## src/rtl/uart_receiver.sv

```systemverilog
// uart_receiver: 8N1 UART receive stage sampled at OVERSAMPLE x the baud rate,
// with mid-bit start validation and separate good-byte / framing-error strobes.
module uart_receiver #(
    parameter int CLK_FREQ   = 50_000_000,
    parameter int BAUD       = 9600,
    parameter int OVERSAMPLE = 16
) (
    input  logic       clk,
    input  logic       rst_n,
    input  logic       rx,
    output logic [7:0] data_out,
    output logic       data_valid,
    output logic       frame_err,
    output logic       busy
);
    localparam int DIV    = CLK_FREQ / (BAUD * OVERSAMPLE);
    localparam int DIV_W  = (DIV > 1) ? $clog2(DIV) : 1;
    localparam int SAMP_W = $clog2(OVERSAMPLE);

    localparam logic [DIV_W-1:0]  DIV_LAST  = DIV_W'(DIV - 1);
    localparam logic [SAMP_W-1:0] HALF_LAST = SAMP_W'(OVERSAMPLE / 2 - 1);
    localparam logic [SAMP_W-1:0] BIT_LAST  = SAMP_W'(OVERSAMPLE - 1);

    localparam logic [2:0] S_IDLE      = 3'd0;
    localparam logic [2:0] S_START     = 3'd1;
    localparam logic [2:0] S_DATA      = 3'd2;
    localparam logic [2:0] S_STOP      = 3'd3;
    localparam logic [2:0] S_WAIT_HIGH = 3'd4;

    logic              r_rx_meta;
    logic              r_rx_s;
    logic [2:0]        r_state;
    logic [DIV_W-1:0]  r_div;
    logic [SAMP_W-1:0] r_samp;
    logic [2:0]        r_bit;
    logic [7:0]        r_shift;
    logic [7:0]        r_data;
    logic              r_valid;
    logic              r_ferr;
    logic              w_tick;

    always_ff @(posedge clk) begin
        if (!rst_n) begin
            r_rx_meta <= 1'b1;
            r_rx_s    <= 1'b1;
        end else begin
            r_rx_meta <= rx;
            r_rx_s    <= r_rx_meta;
        end
    end

    // Divider is held at zero in IDLE so tick phase is aligned to the start edge.
    assign w_tick = (r_state != S_IDLE) && (r_div == DIV_LAST);

    always_ff @(posedge clk) begin
        if (!rst_n) begin
            r_div <= '0;
        end else if (r_state == S_IDLE || w_tick) begin
            r_div <= '0;
        end else begin
            r_div <= r_div + 1'b1;
        end
    end

    always_ff @(posedge clk) begin
        if (!rst_n) begin
            r_state <= S_IDLE;
            r_samp  <= '0;
            r_bit   <= '0;
            r_shift <= '0;
            r_data  <= '0;
            r_valid <= 1'b0;
            r_ferr  <= 1'b0;
        end else begin
            r_valid <= 1'b0;
            r_ferr  <= 1'b0;
            case (r_state)
                S_IDLE: begin
                    if (!r_rx_s) begin
                        r_state <= S_START;
                        r_samp  <= '0;
                    end
                end
                S_START: begin
                    if (w_tick) begin
                        if (r_samp == HALF_LAST) begin
                            r_samp  <= '0;
                            r_bit   <= '0;
                            r_state <= r_rx_s ? S_IDLE : S_DATA;
                        end else begin
                            r_samp <= r_samp + 1'b1;
                        end
                    end
                end
                S_DATA: begin
                    if (w_tick) begin
                        if (r_samp == BIT_LAST) begin
                            r_samp  <= '0;
                            r_shift <= {r_rx_s, r_shift[7:1]};
                            r_bit   <= r_bit + 1'b1;
                            if (r_bit == 3'd7) begin
                                r_state <= S_STOP;
                            end
                        end else begin
                            r_samp <= r_samp + 1'b1;
                        end
                    end
                end
                S_STOP: begin
                    if (w_tick) begin
                        if (r_samp == BIT_LAST) begin
                            r_samp <= '0;
                            if (r_rx_s) begin
                                r_data  <= r_shift;
                                r_valid <= 1'b1;
                                r_state <= S_IDLE;
                            end else begin
                                r_ferr  <= 1'b1;
                                r_state <= S_WAIT_HIGH;
                            end
                        end else begin
                            r_samp <= r_samp + 1'b1;
                        end
                    end
                end
                S_WAIT_HIGH: begin
                    // A held-low line must return high before a new start is accepted.
                    if (r_rx_s) begin
                        r_state <= S_IDLE;
                    end
                end
                default: begin
                    r_state <= S_IDLE;
                    r_samp  <= '0;
                end
            endcase
        end
    end

    assign data_out   = r_data;
    assign data_valid = r_valid;
    assign frame_err  = r_ferr;
    assign busy       = (r_state != S_IDLE);

endmodule

```

## config.mk

```make
export PLATFORM = sky130hd
export DESIGN_NAME = uart_receiver
export DESIGN_NICKNAME = d
export VERILOG_FILES = /design/src/rtl/uart_receiver.sv
export SDC_FILE = /design/constraint.sdc
export NUM_CORES = 1
export LEC_CHECK = 0
export ABC_AREA = 1
export CAP_MARGIN = 20
export CORE_ASPECT_RATIO = 1.1
export CORE_MARGIN = 2
export CORE_UTILIZATION = 61
export DETAILED_ROUTE_END_ITERATION = 7
export PLACE_DENSITY = 0.83
export SETUP_SLACK_MARGIN = 0.05
export SLEW_MARGIN = 20
export SYNTH_ARGS = -nofsm -noshare
export SYNTH_HDL_FRONTEND = slang
export SYNTH_SLANG_ARGS = --single-unit
```

## constraint.sdc

```tcl
create_clock -name clk -period 3.8 [get_ports clk]
set_clock_uncertainty 0.1 [all_clocks]
set_input_delay 0.76 -clock clk [delete_from_list [all_inputs] [get_ports clk]]
set_output_delay 0.76 -clock clk [all_outputs]
set_load 0.01 [all_outputs]
```

Word level (Yosys, flattened, before mapping) --
Cells that the tools add are included.
Cells by class: add/subtract/negate cells 3, eq/ne operators 18, $lt $le $gt $ge 0, divide/modulo/power cells 0, bitwise logic cells 2, reductions and logical operators 13, shift-type cells 0, $mul 0, mux-type cells 25
Operators by type and width (count):
- 3-bit two-way mux | 14
- 4-bit two-way mux | 5
- 2-bit inequality test, second input constant | 9
- 4-bit one-hot mux with 4 select lines | 1
- 3-bit one-hot mux with 5 select lines | 1
- 4-bit AND reduction | 3
- 9-bit by 1-bit adder with 9-bit output, second input constant | 1
- 9-bit == test, second input constant | 1
- 9-bit AND reduction | 1
- 3-bit by 2-bit == test with 1-bit output, second input constant | 2
- 3-bit == test, second input constant | 2
- 3-bit one-hot mux with 2 select lines | 1
- 5-bit AND reduction | 1
- 4-bit by 1-bit adder with 4-bit output, second input constant | 1
- 4-bit by 3-bit == test with 1-bit output, second input constant | 1
- 4-bit == test, second input constant | 1
- 2-bit OR reduction | 2
- 3-bit by 1-bit adder with 3-bit output, second input constant | 1
- 3-bit by 1-bit == test with 1-bit output, second input constant | 1
- 3-bit zero test | 1
- 3-bit AND reduction | 1
- 3-bit nonzero test | 1
- 1-bit two-way mux | 2
- 2-bit two-way mux | 1
- other kinds (5) | 6
Storage, ports and cells: memories 0, bits in latches 0, bits in read-only memories 0, logic and storage cells 71, RAM bits 0, bits of input ports 3, flip-flop bits (word level) 39

Logic depth before layout (Yosys ltp) --
Gate-level depths: netlist (run 1).
depth after elaboration 5, mapped depth 11

Worst setup path after synthesis (run 1) --
OpenSTA, ideal clock, no wires.
path kind reg-to-output, start point register r_state[1], end point output port busy, data required time 2.940 ns, data arrival time 0.667 ns, cell stages (with the launch flop) 3, slack 2.273 ns, buffers on the path 0, cell sequence dfxtp_1 -> inv_2 -> nand2_2
Between the ends: word-level cells in the longest chain between the ends 1
RTL lines:
- start, declared | RTL line 32 | logic [2:0] r_state;
- start signal, assigned | RTL line 89 | r_state <= r_rx_s ? S_IDLE : S_DATA;
- 3-bit nonzero test | RTL line 143 | assign busy = (r_state != S_IDLE);
- end, declared | RTL line 14 | output logic busy
No other way between the ends.

Worst setup path in the final report (run 1) --
Same ends and word-level chain as after synthesis.

==> results.md, run 1 <==
- CP endpoint kind: primary output
- CP max FO: 5
- Top_reg_cell synth: dfxtp_1
- Cells after Synth: 243
- Number of global-route vias before repair: 1,507
- Min-delay worst type: register to register
- CTS Buf Count: 5
- Worst vdd ir: 0.370 mV
- RSZ-0062 raised after global routing: false
- Multiplexer share of the synthesized area: 0%
- Initial Util: 62.9%
- Post-DRT Antenna Nets: 0
- Simple-Gate Fraction of Synth Area: 32.0%
- Post-synth EDFFs: 0
- Ys Warns: 0
- Pre-Repair DR Iteration Count: 4
- Fmax: 395 MHz
- Via count: 1,602
- Synth area leader: dfxtp_1
- H-tree depth: 2
- WL per Instance: 12.0 microns
- PortBufs: 13
- Mean post-synth cell area: 7.75 sq um
- Post-CTS Setup Inserts: 0
- Min Tclk post-route: 2530 ps
- CTS resizes: 0
- Area of the multi-input gates: 958 sq um
- Root buffer cell: clkbuf_4
- Synthesized flop and latch total: 39
- I/O pin total: 14
- Post-CTS Hold Buffers: 0
- Dpl cell area: 2040 sq um
- DR vias/cell: 5.43
- Die area: 3550 sq um
- Async set-reset flop share out of synthesis: 0%
- Nets: 268
- Status: completed
- TritonCTS clock tree: yes
- Compound-gate portion of the synthesized area: 15.1%
- Pint: 727 uW
- Top-area cell type share of the netlist area: 41.5%
- Reg clk slew, reported paths: 140 ps
- Largest net degree at the start of global routing: 17
- Kind of critical path: register to primary output
- DR iter-0 viols: 60
- Leakage: 0.819 nW
- RR Startpoint: r_samp[0]
- Die height: 62.3 microns
- Critical Path RT: 2940 ps
- Antenna violations before repair: 0
- Seq. cell area: 781 sq um
- Synth unique cells: 33
- Post-synthesis sequential area ratio: 41.5%
- Die X: 57.0 microns
- Synthesized cell area: 1880 sq um
- Hold Violations, Final: 0
- Slew HR: 63.1%
- Worst slew pin tran: 552 ps
- Gp weighted congestion: 0.834
- Reg-to-reg slack, setup: 1880 ps
- CP Capture Point: busy
- TNS Setup: 0 ps
- Most common cell after layout, fill and taps aside: dfxtp_1
- Clock share of power: 23.9%
- Fill cells: 255
- # setup viols final: 0
- Worst-Skew Late Latency: 370 ps
- Final wirelength: 3.54 mm
- Max-slew violation count: 0
- Syn Nets: 251
- Diodes inserted: 0
- Critical path arrival: 1670 ps
- Main combinational cell family by area after synthesis: simple AND/OR/NAND/NOR gates
- Most frequent cells in the layout: dfxtp_1, nand2_1, inv_1, nor2_1, a21oi_1
- Grt ovf: 0
- Layout area overhead: 12.4%
- Core area: 3000 sq um
- Max Root-Sink Buffers: 2
- Fin area: 2120 sq um
- Share of layout cells above drive strength 1: 14.9%
- Residual DRC: 0
- CP Launch Point: r_state[1]
- Post-Synth XOR/XNOR Area: 0.465%
- Net Switching: 452 uW
- Sequential power share: 41.3%
- RR Endpoint: r_shift[2]
- Clock sinks: 39
- Combinational power share: 34.8%
- Synth top area cells: dfxtp_1, nand2_1, a21oi_1
- Max_cap viols: 0
- PwrDens: 557 nW/um^2
- Standard-cell rows: 21
- Startpoint Class: register
- Tcrit/Tclk final: 66.7%
- Synth Area in Adders: 3.32%
- Sw frac: 38.3%
- R2R depth: 7
- Total GRT Usage: 22.4%
- Post-DP HPWL: 2.58 mm
- First-pass GRT wire length: 6.40 mm
[kinds of logic (layout without fill, tap and decap cells)]
family / count (synthesis) / in the layout
AND/OR/NAND/NOR: 112 / 112
AO/OA/AOI/OAI: 50 / 50
flip-flops: 39 / 39
buffers and inverters: 36 / 54
adder cells (fa/ha/maj): 5 / 5
XOR/XNOR: 1 / 1
[worst min-delay path by stage]
stage	slack, ps	start	to	depth (start not counted)
finish	330	r_rx_meta	r_rx_s	1
global route	380	r_rx_meta	r_rx_s	1
CTS	340	r_rx_meta	r_rx_s	1
detailed placement	300	r_rx_meta	r_rx_s	1
global placement	300	r_rx_meta	r_rx_s	1
floorplan	290	r_rx_meta	r_rx_s	1
[synth_stat cells, drive strengths merged, types with 2 or more instances]
master,instances
o21bai,3
clkbuf,2
nor3,2
o21a,2
ha,5
a21oi,26
o21ai,17
nand3,18
inv,33
dfxtp,39
nor2,36
or2,3
nor4,2
nand4,7
nor3b,2
nand2,41
[critical path: stages (launching register included)]
cell and delay [ps]:
dfxtp_1 520, inv_2 110, nand2_2 130, clkdlybuf4s50_1 550
[cell type report]
type / instances / share of cell area, %
multi-input combinational: 168 / 45.3
tap: 34 / 2.01
timing repair buffer: 13 / 6.15
clock inverter: 3 / 2.07
inverter: 33 / 5.85
sequential: 39 / 36.9
clock buffer: 5 / 1.77
[stage by stage]
step	setup WS, ps	hold WS, ps	total power [mW]	utilization, %	instances
CTS	1270	338	1.18	70.7	295
detailed placement	1360	301	0.903	68.0	287
finish	1270	333	1.18	70.7	295
global placement	1370	297	0.895	68.0	287
floorplan	2270	293	0.816	-	243
global route	1200	381	1.27	70.7	295
[sequential cells by signal, indices dropped and copies added (netlist names)]
name,count
r_rx_s,1
data_valid,1
r_div,9
frame_err,1
r_shift,8
data_out,8
r_rx_meta,1
r_bit,3
r_samp,4
r_state,3
[metal layers]
| layer | GRT usage, % | up-vias | share of wire (%) |
|---|---|---|---|
| met5 | 0 | - | 0 |
| met4 | 7.85 | 0 | 1.6 |
| met3 | 5.63 | 5 | 3.7 |
| met2 | 37.2 | 20 | 49 |
| met1 | 27.9 | 745 | 46 |
| li1 | - | 832 | - |
[power groups by stage]
| stage | Clock (mW) | Combinational (mW) | Sequential, mW |
|---|---|---|---|
| after floorplan | 0 | 0.330 | 0.486 |
| after global placement | 0 | 0.402 | 0.493 |
| after detailed placement | 0 | 0.409 | 0.494 |
| after CTS | 0.286 | 0.412 | 0.485 |
| after global routing | 0.303 | 0.473 | 0.492 |
| final | 0.282 | 0.410 | 0.487 |
No activity file was read; power rests on OpenSTA's default activity.
==> run 2: changes to the inputs <==
CORE_UTILIZATION = 52   (was 61)
PLACE_DENSITY = 0.75   (was 0.83)
clock period = 2.3 ns   (was 3.8 ns; I/O delays follow)
==> results.md, run 2 (synthesis gave the netlist of run 1 again) <==
- Share of layout cells above drive strength 1: 15.6%
- Diodes inserted: 0
- Hold Violations, Final: 0
- Final Hold Slack: 332 ps
- Gp weighted congestion: 0.761
- WL per Instance: 11.3 microns
- Leakage: 0.825 nW
- Worst slew pin tran: 552 ps
- Die X: 61.4 microns
- Clock sinks: 39
- Core area: 3410 sq um
- Max-slew violation count: 0
- RR Endpoint: r_shift[1]
- R2R depth: 8
- Reg-to-reg slack, setup: 440 ps
- Max_cap viols: 0
- CTS Buf Count: 5
- Antenna violations before repair: 0
- Fin area: 2140 sq um
- Startpoint Class: register
- TNS Setup: 0 ps
- Largest net degree at the start of global routing: 17
- I/O pin total: 14
- TritonCTS clock tree: yes
- Most common cell after layout, fill and taps aside: dfxtp_1
- RR Startpoint: r_div[0]
- Root buffer cell: clkbuf_4
- H-tree depth: 2
- Tcrit/Tclk final: 96.1%
- Critical Path RT: 1740 ps
- Fmax: 452 MHz
- First-pass GRT wire length: 6.13 mm
- Post-DP HPWL: 2.56 mm
- Fill cells: 326
- Post-CTS Setup Inserts: 0
- Initial Util: 55.2%
- Residual DRC: 0
- CP Capture Point: busy
- CP max FO: 6
- Standard-cell rows: 22
- CP endpoint kind: primary output
- Reg clk slew, reported paths: 130 ps
- Pre-Repair DR Iteration Count: 4
- Layout area overhead: 13.8%
- Non-Filler Instances: 310
- Placed cells: 302
- Max Root-Sink Buffers: 2
- Largest register by flop count: r_div
- Dpl cell area: 2060 sq um
- Slew HR: 63.1%
- Status: completed
- Via count: 1,532
- Number of global-route vias before repair: 1,496
- Die area: 4120 sq um
- Grt ovf: 0
- Kind of critical path: register to primary output
- Total GRT Usage: 19.8%
- Worst vdd ir: 0.910 mV
- Most frequent cells in the layout: dfxtp_1, nand2_1, inv_1, nor2_1, a21oi_1
- DR vias/cell: 4.94
- Post-DRT Antenna Nets: 0
- Min Tclk post-route: 2210 ps
- PortBufs: 13
- Worst-Skew Late Latency: 340 ps
- Largest register FFs: 9
- Final worst slack: 89.3 ps
- RSZ-0062 raised after global routing: false
- PwrDens: 913 nW/um^2
- CP Launch Point: r_state[0]
- Worst slack, placed: 456 ps
- Nets: 269
- Min-delay worst type: register to register
- Critical path arrival: 1650 ps
- DR iter-0 viols: 53
- Final wirelength: 3.49 mm
- Die height: 67.1 microns
- # setup viols final: 0
run 2: cell types whose count changed in the layout (fill, tap and decap cells not counted), sizes merged:
| cell | previous run | this run |
|---|---|---|
| buf | 0 | 1 |
run 2: metrics by stage:
stage                     power [mW]  utilization, %
after detailed placement        1.50            60.4
after global placement          1.49            60.4
final                           1.96            62.8
after CTS                       1.96            62.8
after global routing            2.09            62.8
after floorplan                 1.35               -
run 2: worst min-delay path by stage:
stage	endpoint	slack, ps	cells past startpoint	start
after CTS	r_rx_s	330	1	r_rx_meta
after floorplan	r_rx_s	290	1	r_rx_meta
after global routing	r_rx_s	350	1	r_rx_meta
after global placement	r_rx_s	300	1	r_rx_meta
after detailed placement	r_rx_s	310	1	r_rx_meta
final	r_rx_s	330	1	r_rx_meta
run 2: worst max-delay path, cell delays in order, from the launching register on:
cell	delay (ps)
dfxtp_1	520
nor2_4	90
nand2_2	140
clkdlybuf4s50_1	560
run 2: layout make-up:
class / instances / area [sq um] / share of cell area (%)
Multi-Input combinational cell: 168 / 958 / 44.7
Sequential cell: 39 / 782 / 36.5
Timing Repair Buffer: 14 / 138 / 6.42
Inverter: 33 / 124 / 5.78
Tap cell: 48 / 60.1 / 2.80
Clock inverter: 3 / 43.8 / 2.04
Clock buffer: 5 / 37.5 / 1.75
run 2: what timing repair did:
| action | 4_1_cts | 5_1_grt |
|---|---|---|
| gates resized for setup | 1 | 0 |
| hold buffers | 0 | 0 |
| setup endpoints to repair | 1 | 0 |
run 2: routing by layer:
metal / vias to the layer above / routed length (microns) / track usage, %
li1: 834 / - / -
met1: 672 / 1800 / 25.4
met2: 22 / 1530 / 31.8
met3: 4 / 125 / 4.47
met4: 0 / 40 / 7.98
met5: - / 0 / 0
run 2: where the power goes:
part           switching [mW]  internal [mW]  total [mW]
Sequential             0.0765          0.731       0.808
Combinational           0.441          0.243       0.684
Clock                   0.236          0.229       0.465
==> run 3: changes to the inputs <==
TNS_END_PERCENT = 10   (was default)
==> results of run 3 <==
No change in the layout: final DEF, timing and power equal those of run 2.
